<file path="src/rtl/key_debounce.sv">
// key_debounce: conditions the board's active-low push keys.
// Each key has its own two-flop synchroniser, a debounce counter and a
// four-state FSM (UP / PEND_DOWN / DOWN / PEND_UP). A level change is accepted
// only after the synchronised input holds the new value for DEBOUNCE_CYCLES
// consecutive clocks. The block presents a registered debounced level,
// one-cycle press/release strobes and a press-toggled bit per key.
// There is no valid/ready handshake: every output is a plain registered level
// or a one-cycle strobe, valid on every clock outside reset.
module key_debounce #(
   parameter int NKEYS           = 4,
   parameter int DEBOUNCE_CYCLES = 500000,
   parameter int CNT_W           = 20
) (
   input  logic             clk,
   input  logic             rst_n,
   input  logic [NKEYS-1:0] key_n,
   output logic [NKEYS-1:0] key_level,
   output logic [NKEYS-1:0] key_press,
   output logic [NKEYS-1:0] key_release,
   output logic [NKEYS-1:0] key_toggle
);

   typedef enum logic [1:0] {
      UP        = 2'd0,
      PEND_DOWN = 2'd1,
      DOWN      = 2'd2,
      PEND_UP   = 2'd3
   } state_t;

   localparam logic [CNT_W-1:0] CNT_LAST = CNT_W'(DEBOUNCE_CYCLES - 1);
   localparam logic [CNT_W-1:0] CNT_ONE  = CNT_W'(1);

   // Per-key FSM state, kept as a named array so checkers can bind to it.
   state_t           state     [NKEYS];
   state_t           state_nxt [NKEYS];
   logic [CNT_W-1:0] cnt       [NKEYS];
   logic [CNT_W-1:0] cnt_nxt   [NKEYS];

   logic [NKEYS-1:0] sync1;
   logic [NKEYS-1:0] sync2;
   logic [NKEYS-1:0] s;

   logic [NKEYS-1:0] accept_dn;
   logic [NKEYS-1:0] accept_up;
   logic [NKEYS-1:0] level_nxt;
   logic [NKEYS-1:0] press_nxt;
   logic [NKEYS-1:0] release_nxt;
   logic [NKEYS-1:0] toggle_nxt;

   // Two-flop synchroniser; resets to the released level (key_n high).
   always_ff @(posedge clk or negedge rst_n) begin
      if (!rst_n) begin
         sync1 <= '1;
         sync2 <= '1;
      end else begin
         sync1 <= key_n;
         sync2 <= sync1;
      end
   end

   // Synchronised key, 1 = pressed.
   assign s = ~sync2;

   // State register: FSM state and debounce counter per key.
   always_ff @(posedge clk or negedge rst_n) begin
      if (!rst_n) begin
         for (int i = 0; i < NKEYS; i++) begin
            state[i] <= UP;
            cnt[i]   <= '0;
         end
      end else begin
         for (int i = 0; i < NKEYS; i++) begin
            state[i] <= state_nxt[i];
            cnt[i]   <= cnt_nxt[i];
         end
      end
   end

   // Next-state logic: a pending state restarts from its stable state on any
   // bounce, so the count always measures consecutive stable cycles.
   always_comb begin
      for (int i = 0; i < NKEYS; i++) begin
         state_nxt[i] = state[i];
         cnt_nxt[i]   = '0;
         case (state[i])
            UP: begin
               if (s[i]) begin
                  state_nxt[i] = PEND_DOWN;
                  cnt_nxt[i]   = CNT_ONE;
               end
            end
            PEND_DOWN: begin
               if (!s[i]) begin
                  state_nxt[i] = UP;
               end else if (cnt[i] == CNT_LAST) begin
                  state_nxt[i] = DOWN;
               end else begin
                  cnt_nxt[i] = cnt[i] + CNT_ONE;
               end
            end
            DOWN: begin
               if (!s[i]) begin
                  state_nxt[i] = PEND_UP;
                  cnt_nxt[i]   = CNT_ONE;
               end
            end
            PEND_UP: begin
               if (s[i]) begin
                  state_nxt[i] = DOWN;
               end else if (cnt[i] == CNT_LAST) begin
                  state_nxt[i] = UP;
               end else begin
                  cnt_nxt[i] = cnt[i] + CNT_ONE;
               end
            end
            default: begin
               state_nxt[i] = UP;
            end
         endcase
      end
   end

   // Output logic: acceptance edges drive next values of the registered outputs.
   always_comb begin
      for (int i = 0; i < NKEYS; i++) begin
         accept_dn[i] = (state[i] == PEND_DOWN) && s[i] && (cnt[i] == CNT_LAST);
         accept_up[i] = (state[i] == PEND_UP) && !s[i] && (cnt[i] == CNT_LAST);
      end
      press_nxt   = accept_dn;
      release_nxt = accept_up;
      level_nxt   = (key_level | accept_dn) & ~accept_up;
      toggle_nxt  = key_toggle ^ accept_dn;
   end

   // Output registers: no combinational path from key_n to any output.
   always_ff @(posedge clk or negedge rst_n) begin
      if (!rst_n) begin
         key_level   <= '0;
         key_press   <= '0;
         key_release <= '0;
         key_toggle  <= '0;
      end else begin
         key_level   <= level_nxt;
         key_press   <= press_nxt;
         key_release <= release_nxt;
         key_toggle  <= toggle_nxt;
      end
   end

endmodule

</file>
<file path="config.mk">
export PLATFORM = sky130hd
export DESIGN_NAME = key_debounce
export DESIGN_NICKNAME = d
export VERILOG_FILES = /design/src/rtl/key_debounce.sv
export SDC_FILE = /design/constraint.sdc
export NUM_CORES = 1
export LEC_CHECK = 0
export ABC_CLOCK_PERIOD_IN_PS = 5840
export CORE_UTILIZATION = 30
export DETAILED_ROUTE_END_ITERATION = 10
export PLACE_DENSITY_LB_ADDON = 0.12
export SYNTH_ARGS = -nofsm -noshare
export SYNTH_HDL_FRONTEND = slang
export SYNTH_SLANG_ARGS = --single-unit
</file>
<file path="constraint.sdc">
create_clock -name clk -period 5.84 [get_ports clk]
set_clock_uncertainty 0.1 [all_clocks]
set_input_delay 0.876 -clock clk [delete_from_list [all_inputs] [get_ports clk]]
set_output_delay 0.876 -clock clk [all_outputs]
set_load 0.01 [all_outputs]
</file>
# [Yosys cells after proc, flatten, opt, wreduce, memory -nomap -nowiden]
# Index checks and enable logic that the tools add are counted.
[totals] output_inout_bits=16 ff_bits=112 inputBits=6
[classes] bitwise_logic=5 eq_ne=32 n_mux=52 n_reduce_logical=28 n_addsub=4
[op_table] op="$pmux W20 S4" count=4
[op_table] op="$mux W20" count=12
[op_table] op="$add A20 B1 Y20 const B" count=4
[op_table] op="$eq A20 B19 Y1 const B" count=4
[op_table] op="$mux W2" count=24
[op_table] op="$pmux W2 S4" count=4
[op_table] op="$eq A2 B2 Y1 const B" count=8
[op_table] op="$logic_and A1 B1 Y1" count=16
[op_table] op="$ne A2 B2 Y1 const B" count=8
[op_table] op="$reduce_and A4 Y1" count=4
[op_table] op="$ne A3 B3 Y1 const B" count=5
[op_table] op="$ne A3 B2 Y1 const B" count=3
[op_table] op="$eq A2 B1 Y1 const B" count=4
[op_table] op="$logic_not A2 Y1" count=4
[op_table] op="$mux W1" count=8
[op_table] op="$not A4 Y4" count=2
[op_table] op="$and A4 B4 Y4" count=1
[op_table] op="$logic_not A1 Y1" count=4
[op_table] op="$or A4 B4 Y4" count=1
[op_table] op="$xor A4 B4 Y4" count=1

# [Depth between registers and ports, before layout]
# Gate-level depths: netlist of run 1.
[logic_depth] ltp_word=6 depth_mapped=7 mapped_depth_nobuf=5

# [Least setup slack after synthesis of run 1]
# OpenSTA, ideal clock, no wires.
[synth_path] path_kind="register to register" startpoint="reg cnt[0] in the netlist's numbering" endpoint="reg cnt[18] in the netlist's numbering" arrival_ns=1.963 setup_time_ns=0.078 path_stages_with_launch=7 required_ns=5.662 synth_period_minus_slack_ns=2.141 slack_ns=3.699 path_cell_list="dfrtp_1 -> ha_1 -> nand4_2 -> or4_1 -> buf_2 -> or4_1 -> a21oi_1"
[synth_rtl] item="from (decl)" line_no="36" rtl="logic [CNT_W-1:0] cnt [NKEYS];"
[synth_rtl] item="from (signal, indexed assignment)" line_no="74" rtl="cnt[i] <= cnt_nxt[i];"

==> qor.txt, run 1 <==
LOGIC SYNTHESIS
----------------------------------------------------------------------------------------------------
Portion of the post-synthesis area used by sequential elements                                 53.7%
Post-synth top area cell                                                                sky130_fd_sc_hd__dfrtp_1
Distinct cells, synth                                                                             41
Seq cells post-synth                                                                             112
Post-synth top area share                                                                      49.7%
Primary FF master, synth                                                                sky130_fd_sc_hd__dfrtp_1
Synth Area per Inst                                                                         10.3 µm²
Cell area after technology mapping                                                          5230 µm²
Count of synthesis-stage warnings from yosys                                                       0
Number of nets in the synthesized netlist                                                        521
Synth async-reset ratio                                                                         100%
Main area contributors after synthesis                                                  sky130_fd_sc_hd__dfrtp_1 50%, sky130_fd_sc_hd__xor2_1 6.0%, sky130_fd_sc_hd__nor2_1 4.3%, sky130_fd_sc_hd__dfstp_2 4.0%, sky130_fd_sc_hd__nand4_1 3.0%
Number of enable-type register cells in the synthesized netlist                                    0
Cells after synthesis                                                                            510

CELLS AND AREA
----------------------------------------------------------------------------------------------------
Commonest non-fill, non-tap cells in the layout                                         104 x sky130_fd_sc_hd__dfrtp_1, 60 x sky130_fd_sc_hd__nor2_1, 36 x sky130_fd_sc_hd__xor2_1
Most frequent standard cell in the layout excluding fill and tap cells                  sky130_fd_sc_hd__dfrtp_1
Area occupied by registers                                                                  2810 µm²
Area used by multi-input combinational logic                                                2290 µm²
Share of layout cells above drive strength 1                                                   6.73%
Synth-to-Final Area Change                                                                     13.5%
Layout net count                                                                                 541
Antenna diode instance count                                                                       0
Final-layout fill cell count                                                                    1728

STA
----------------------------------------------------------------------------------------------------
Fmax                                                                                       0.416 GHz
Final-report hold violation count                                                                  0
Fin crit period                                                                              2400 ps
Final count of negative-setup-slack endpoints                                                      0
Summed negative setup slack over all endpoints                                                  0 ps
Max-slew violation count                                                                           0
Remaining max-slew budget at the tightest pin                                                  42.9%
Unrepaired setup endpoints after global routing                                                   no
Crit share post-route                                                                          41.1%
Transition time at the pin with the least slew margin                                         857 ps

PLACE
----------------------------------------------------------------------------------------------------
Total of buffers placed on input and output ports                                                 21
Estimated wirelength of the detail-placed design                                             7130 µm
Routability-driven placement congestion ratio                                                  0.761

DETAILED ROUTING
----------------------------------------------------------------------------------------------------
Routed wl met2                                                                               4780 µm
DRC violations left                                                                                0
Initial DRT Pass Iterations                                                                        4
Total vias in the final route                                                                   3776
Total wire length                                                                           10600 µm
Detail-routed via count per cell                                                                5.00
Number of nets with antenna violations after detailed routing                                      0
Average routed wire per standard cell                                                        14.0 µm
Total met3 wirelength after detailed routing                                                  274 µm
Number of DRC markers after the initial detailed-route iteration                                 204
Routed length on met1                                                                        5350 µm
Uppermost routed layer                                                                          met4

FLOORPLAN
----------------------------------------------------------------------------------------------------
Number of rows in the core area                                                                   47
Core Area                                                                                  16800 µm²
Die boundary width                                                                            134 µm
Die H                                                                                         134 µm
Number of placed I/O pins                                                                         22
Total Die Area                                                                             18000 µm²
Initial core utilization                                                                       31.1%

CLOCKING
----------------------------------------------------------------------------------------------------
Post-cts sizing count                                                                              0
Post-CTS setup repair buffer count                                                                 0
Number of H-tree branching levels                                                                  3
CTS buffer count                                                                                   9
Clock tree from TritonCTS                                                                      built
Clock-pin slew reported for the worst setup and hold paths after clock tree synthesis          70 ps
Clock root cell                                                                         sky130_fd_sc_hd__clkbuf_16
Clock sink total                                                                                 112
Max Buffers Root-to-Sink                                                                           2
Clock latency on the worst-skew pair                                                          350 ps
Hold-fix buffers, CTS                                                                              0

PWR
----------------------------------------------------------------------------------------------------
Overall power of the completed layout                                                        1.40 mW
Static Leak                                                                                  2.36 nW
Power density cells                                                                       236 nW/µm²
Maximum ir drop on the vdd rail                                                             0.141 mV

GRT
----------------------------------------------------------------------------------------------------
Gr usage total                                                                                 12.9%
Number of global-route vias before repair                                                       3766
Global-route wire length before repair                                                      18500 µm
Largest net degree at the start of global routing                                                 65
Residual overflow from global routing                                                              0
Number of antenna violations at the first check in global routing                                  0

CRITICAL PATH
----------------------------------------------------------------------------------------------------
Worst path buffer plus inverter count                                                              1
Maximum net fanout on the critical path                                                           10
CP startpoint kind                                                                          register
Required time of the critical path                                                           5970 ps
Slowest stage delay, CP                                                                       650 ps
Cell class contributing the biggest share of worst-path delay                           simple AND/OR/NAND/NOR gates
Critical-path top delay cell                                                            sky130_fd_sc_hd__o31ai_2
Data arrival time at the worst-slack endpoint                                                2530 ps
Path type of the worst setup path                                                         reg -> reg
Nature of the critical path endpoint                                                        register
Cells traversed along the worst timing path                                             nor4b_1, nand4_1, o31ai_2, buf_4, a21oi_1

FLOW RUN
----------------------------------------------------------------------------------------------------
Maxcap violations                                                                                  0

WORST HOLD PATH
----------------------------------------------------------------------------------------------------
Worst hold path class                                                                     reg -> reg

RUN STATUS
----------------------------------------------------------------------------------------------------
Status                                                                                  complete, no violations

[cells in the mapped netlist, drive strengths merged, types with 15 or more instances]
| master | count |
|---|---|
| dfrtp | 104 |
| nor2 | 60 |
| xor2 | 36 |
| a21oi | 28 |
| nand2 | 27 |
| nand3 | 26 |
| nand4 | 26 |
| inv | 19 |
| or3 | 18 |
| and4 | 16 |
| or4 | 16 |
| xnor2 | 16 |
| o21ai | 15 |
| o31ai | 15 |
[metal layers]
metal  GRT usage (%)  vias to the layer above
met4            5.81                        0
met3            2.27                       15
met2            19.7                       39
li1                -                     1881
met5               0                        -
met1            18.0                     1841
[per-stage QoR]
stage / instances / area (µm²) / worst slack (ps) / util, % / hold WS (ps)
6_report: 755 / 5940 / 3440 / 35.3 / 257
3_3_place_gp: 739 / 5680 / 3480 / 33.7 / 246
3_5_place_dp: 739 / 5680 / 3440 / 33.7 / 249
2_1_floorplan: 510 / 5230 / 3700 / - / 245
4_1_cts: 755 / 5940 / 3420 / 35.3 / 259
5_1_grt: 755 / 5940 / 3250 / 35.3 / 264
[state kept, by name (all words and copies together) (netlist names), named ones only]
signal,count
cnt,80
key_level,4
key_press,4
key_release,4
key_toggle,4
state,4
sync1,4
sync2,4
[power by group]
part	switching, mW	leakage, nW	internal, mW
clock network	0.281	0.124	0.288
registers	0.00765	1.52	0.785
logic	0.0306	0.716	0.0105
total	0.319	2.36	1.08
[cells by family after synthesis]
group	count (synthesis)	synth area share (%)
compound gates	75	8.92
buf+inv	33	2.44
fa+ha+maj	5	1.20
mux	2	0.383
simple gates	231	24.6
flops	112	53.7
xor+xnor	52	8.70
[worst paths after layout]
kind	from	end	slack [ps]	cells after the start
max	cnt[12]	cnt[18]	3440	5
min in group asynchronous	rst_n	cnt[22]	550	1
min reg2reg	sync1[1]	sync2[1]	260	0
min	sync1[1]	sync2[1]	260	0
max reg2reg	cnt[12]	cnt[18]	3440	5
max in group asynchronous	rst_n	cnt[6]	3950	2
[layout make-up]
cell class	instances	share of cell area, %
clock buffer	10	3.85
inverter	19	1.20
sequential	112	47.3
clock inverter	6	0.632
timing repair buffer	23	3.75
multi-input combinational	365	38.6
tap	220	4.63
Power figures use the tool's default switching activity.
==> run 2, diff against run 1 <==
ABC_CLOCK_PERIOD_IN_PS = 2400   (was 5840)
clock period = 2.4 ns   (was 5.84 ns; I/O delays follow)
==> run 2 against run 1 <==
  * Count of clock-buffer cells in the layout is 2 higher
  * Routed wire length is 1.9% higher
  * Sequential share of layout area is 1.2 points lower
  * Sequential cell count stayed put
  * Maximum frequency is 9.5% higher
  * Final area is 2.5% higher
  * Largest power group unchanged
==> qor.txt, run 2 (synthesis gave the netlist of run 1 again) <==
STA
----------------------------------------------------------------------------------------------------
Final-report hold violation count                                                                  0
Fmax                                                                                       0.456 GHz
Summed negative setup slack over all endpoints                                                  0 ps
Transition time at the pin with the least slew margin                                         672 ps
Max-slew violation count                                                                           0
Crit share post-route                                                                          91.4%
Unrepaired setup endpoints after global routing                                                   no
Final count of negative-setup-slack endpoints                                                      0
Fin crit period                                                                              2190 ps
Remaining max-slew budget at the tightest pin                                                  54.6%

CELLS AND AREA
----------------------------------------------------------------------------------------------------
Share of layout cells above drive strength 1                                                   8.58%
Register with the most flip-flops                                                                cnt
Commonest non-fill, non-tap cells in the layout                                         104 x sky130_fd_sc_hd__dfrtp_1, 60 x sky130_fd_sc_hd__nor2_1, 36 x sky130_fd_sc_hd__xor2_1
Final standard cell utilization of the core                                                    36.2%
Antenna diode instance count                                                                       0
Layout net count                                                                                 554
Synth-to-Final Area Change                                                                     16.4%
Post-route non-filler standard cell count                                                        768
Number of flip-flops in the largest register                                                      80
Most frequent standard cell in the layout excluding fill and tap cells                  sky130_fd_sc_hd__dfrtp_1

FLOORPLAN
----------------------------------------------------------------------------------------------------
Die boundary width                                                                            134 µm
Number of placed I/O pins                                                                         22
Initial core utilization                                                                       31.1%
Die H                                                                                         134 µm
Core Area                                                                                  16800 µm²
Number of rows in the core area                                                                   47
Total Die Area                                                                             18000 µm²

CRITICAL PATH
----------------------------------------------------------------------------------------------------
Critical Path Start                                                                           cnt[0]
Path type of the worst setup path                                                         reg -> reg
Required time of the critical path                                                           2580 ps
Maximum net fanout on the critical path                                                            5
Worst reg2reg startpoint                                                                      cnt[0]
Nature of the critical path endpoint                                                        register
CP startpoint kind                                                                          register
Data arrival time at the worst-slack endpoint                                                2380 ps

GRT
----------------------------------------------------------------------------------------------------
Gr usage total                                                                                 13.1%
Number of antenna violations at the first check in global routing                                  0
Largest net degree at the start of global routing                                                 42
Global-route wire length before repair                                                      18800 µm
Number of global-route vias before repair                                                       3827
Residual overflow from global routing                                                              0

PWR
----------------------------------------------------------------------------------------------------
Maximum ir drop on the vdd rail                                                             0.357 mV
Power density cells                                                                       583 nW/µm²
Static Leak                                                                                  2.45 nW

RUN STATUS
----------------------------------------------------------------------------------------------------
Status                                                                                  complete, no violations

CLOCKING
----------------------------------------------------------------------------------------------------
Max Buffers Root-to-Sink                                                                           2
Clock latency on the worst-skew pair                                                          360 ps
CTS buffer count                                                                                   9
Clock-pin slew reported for the worst setup and hold paths after clock tree synthesis          70 ps
Post-CTS setup repair buffer count                                                                 0
Clock sink total                                                                                 112
Post-cts sizing count                                                                              0
Number of H-tree branching levels                                                                  3
Clock root cell                                                                         sky130_fd_sc_hd__clkbuf_16
Clock tree from TritonCTS                                                                      built

DETAILED ROUTING
----------------------------------------------------------------------------------------------------
Initial DRT Pass Iterations                                                                        4
Number of DRC markers after the initial detailed-route iteration                                 178
Average routed wire per standard cell                                                        14.1 µm
DRC violations left                                                                                0
Total vias in the final route                                                                   3846
Detail-routed via count per cell                                                                5.01
Total wire length                                                                           10800 µm
Number of nets with antenna violations after detailed routing                                      0

PLACE
----------------------------------------------------------------------------------------------------
Total of buffers placed on input and output ports                                                 21
Estimated wirelength of the detail-placed design                                             7500 µm
Count of placed standard cells including taps                                                    751
Routability-driven placement congestion ratio                                                  0.759

WORST HOLD PATH
----------------------------------------------------------------------------------------------------
Worst hold path class                                                                     reg -> reg
Start point of the worst hold path                                                          sync1[0]

FLOW RUN
----------------------------------------------------------------------------------------------------
Maxcap violations                                                                                  0

## run 2: cell count changes in the layout (fill, tap and decap cells not counted), sizes merged
cell,change
buf,+12
bufinv,+1
clkbuf,+2
clkinvlp,-3
dlygate4sd3,+1
## run 2: final cells by class
cell class | instances | area [µm²]
multi-input combinational | 365 | 2290
inverter | 19 | 71.3
fill | 1679 | 10700
clock buffer | 12 | 246
tap | 220 | 275
timing repair buffer | 36 | 348
clock inverter | 4 | 45.0
sequential | 112 | 2810
## run 2: worst max-delay path: stages, from the launching register on
cell	delay [ps]
sky130_fd_sc_hd__dfrtp_1	380
sky130_fd_sc_hd__ha_1	240
sky130_fd_sc_hd__nand4_2	110
sky130_fd_sc_hd__or4_1	620
sky130_fd_sc_hd__buf_4	180
sky130_fd_sc_hd__or3_1	340
sky130_fd_sc_hd__a21oi_1	150
## run 2: power breakdown
part	internal (mW)	leakage (nW)	switching (mW)	total (mW)
Clock	0.835	0.146	0.673	1.51
Sequential	1.91	1.52	0.0192	1.93
Combinational	0.0375	0.786	0.0762	0.114
Total	2.78	2.45	0.768	3.55
## run 2: routing by layer
metal	track usage [%]	wire [µm]	vias to the layer above
li1	-	-	1907
met1	16.7	5240	1892
met2	21.8	5110	37
met3	2.99	306	10
met4	4.49	158	0
met5	0	0	-
## run 2: final timing paths
path / to / slack [ps] / depth (start not counted)
setup / recovery: cnt[14] / 210 / 6
hold reg to reg: sync2[0] / 260 / 0
max in group asynchronous: sync1[3] / 1050 / 3
min in group asynchronous: cnt[23] / 460 / 2
setup reg to reg: cnt[14] / 210 / 6
hold / removal: sync2[0] / 260 / 0
## run 2: repair_timing
item	CTS	global route
hold buffers	1	0
endpoints found under the hold margin	34	0
setup endpoints to repair	0	0
## run 2: per-stage QoR
stage / power, mW / hold WS, ps / area [µm²] / setup WS, ps
detailed placement: 2.08 / 248 / 5790 / 210
global placement: 2.08 / 246 / 5790 / 249
floorplan: 2.01 / -35.6 / 5230 / 259
global route: 3.70 / 259 / 6090 / 103
CTS: 3.63 / 258 / 6090 / 205
finish: 3.55 / 257 / 6090 / 206
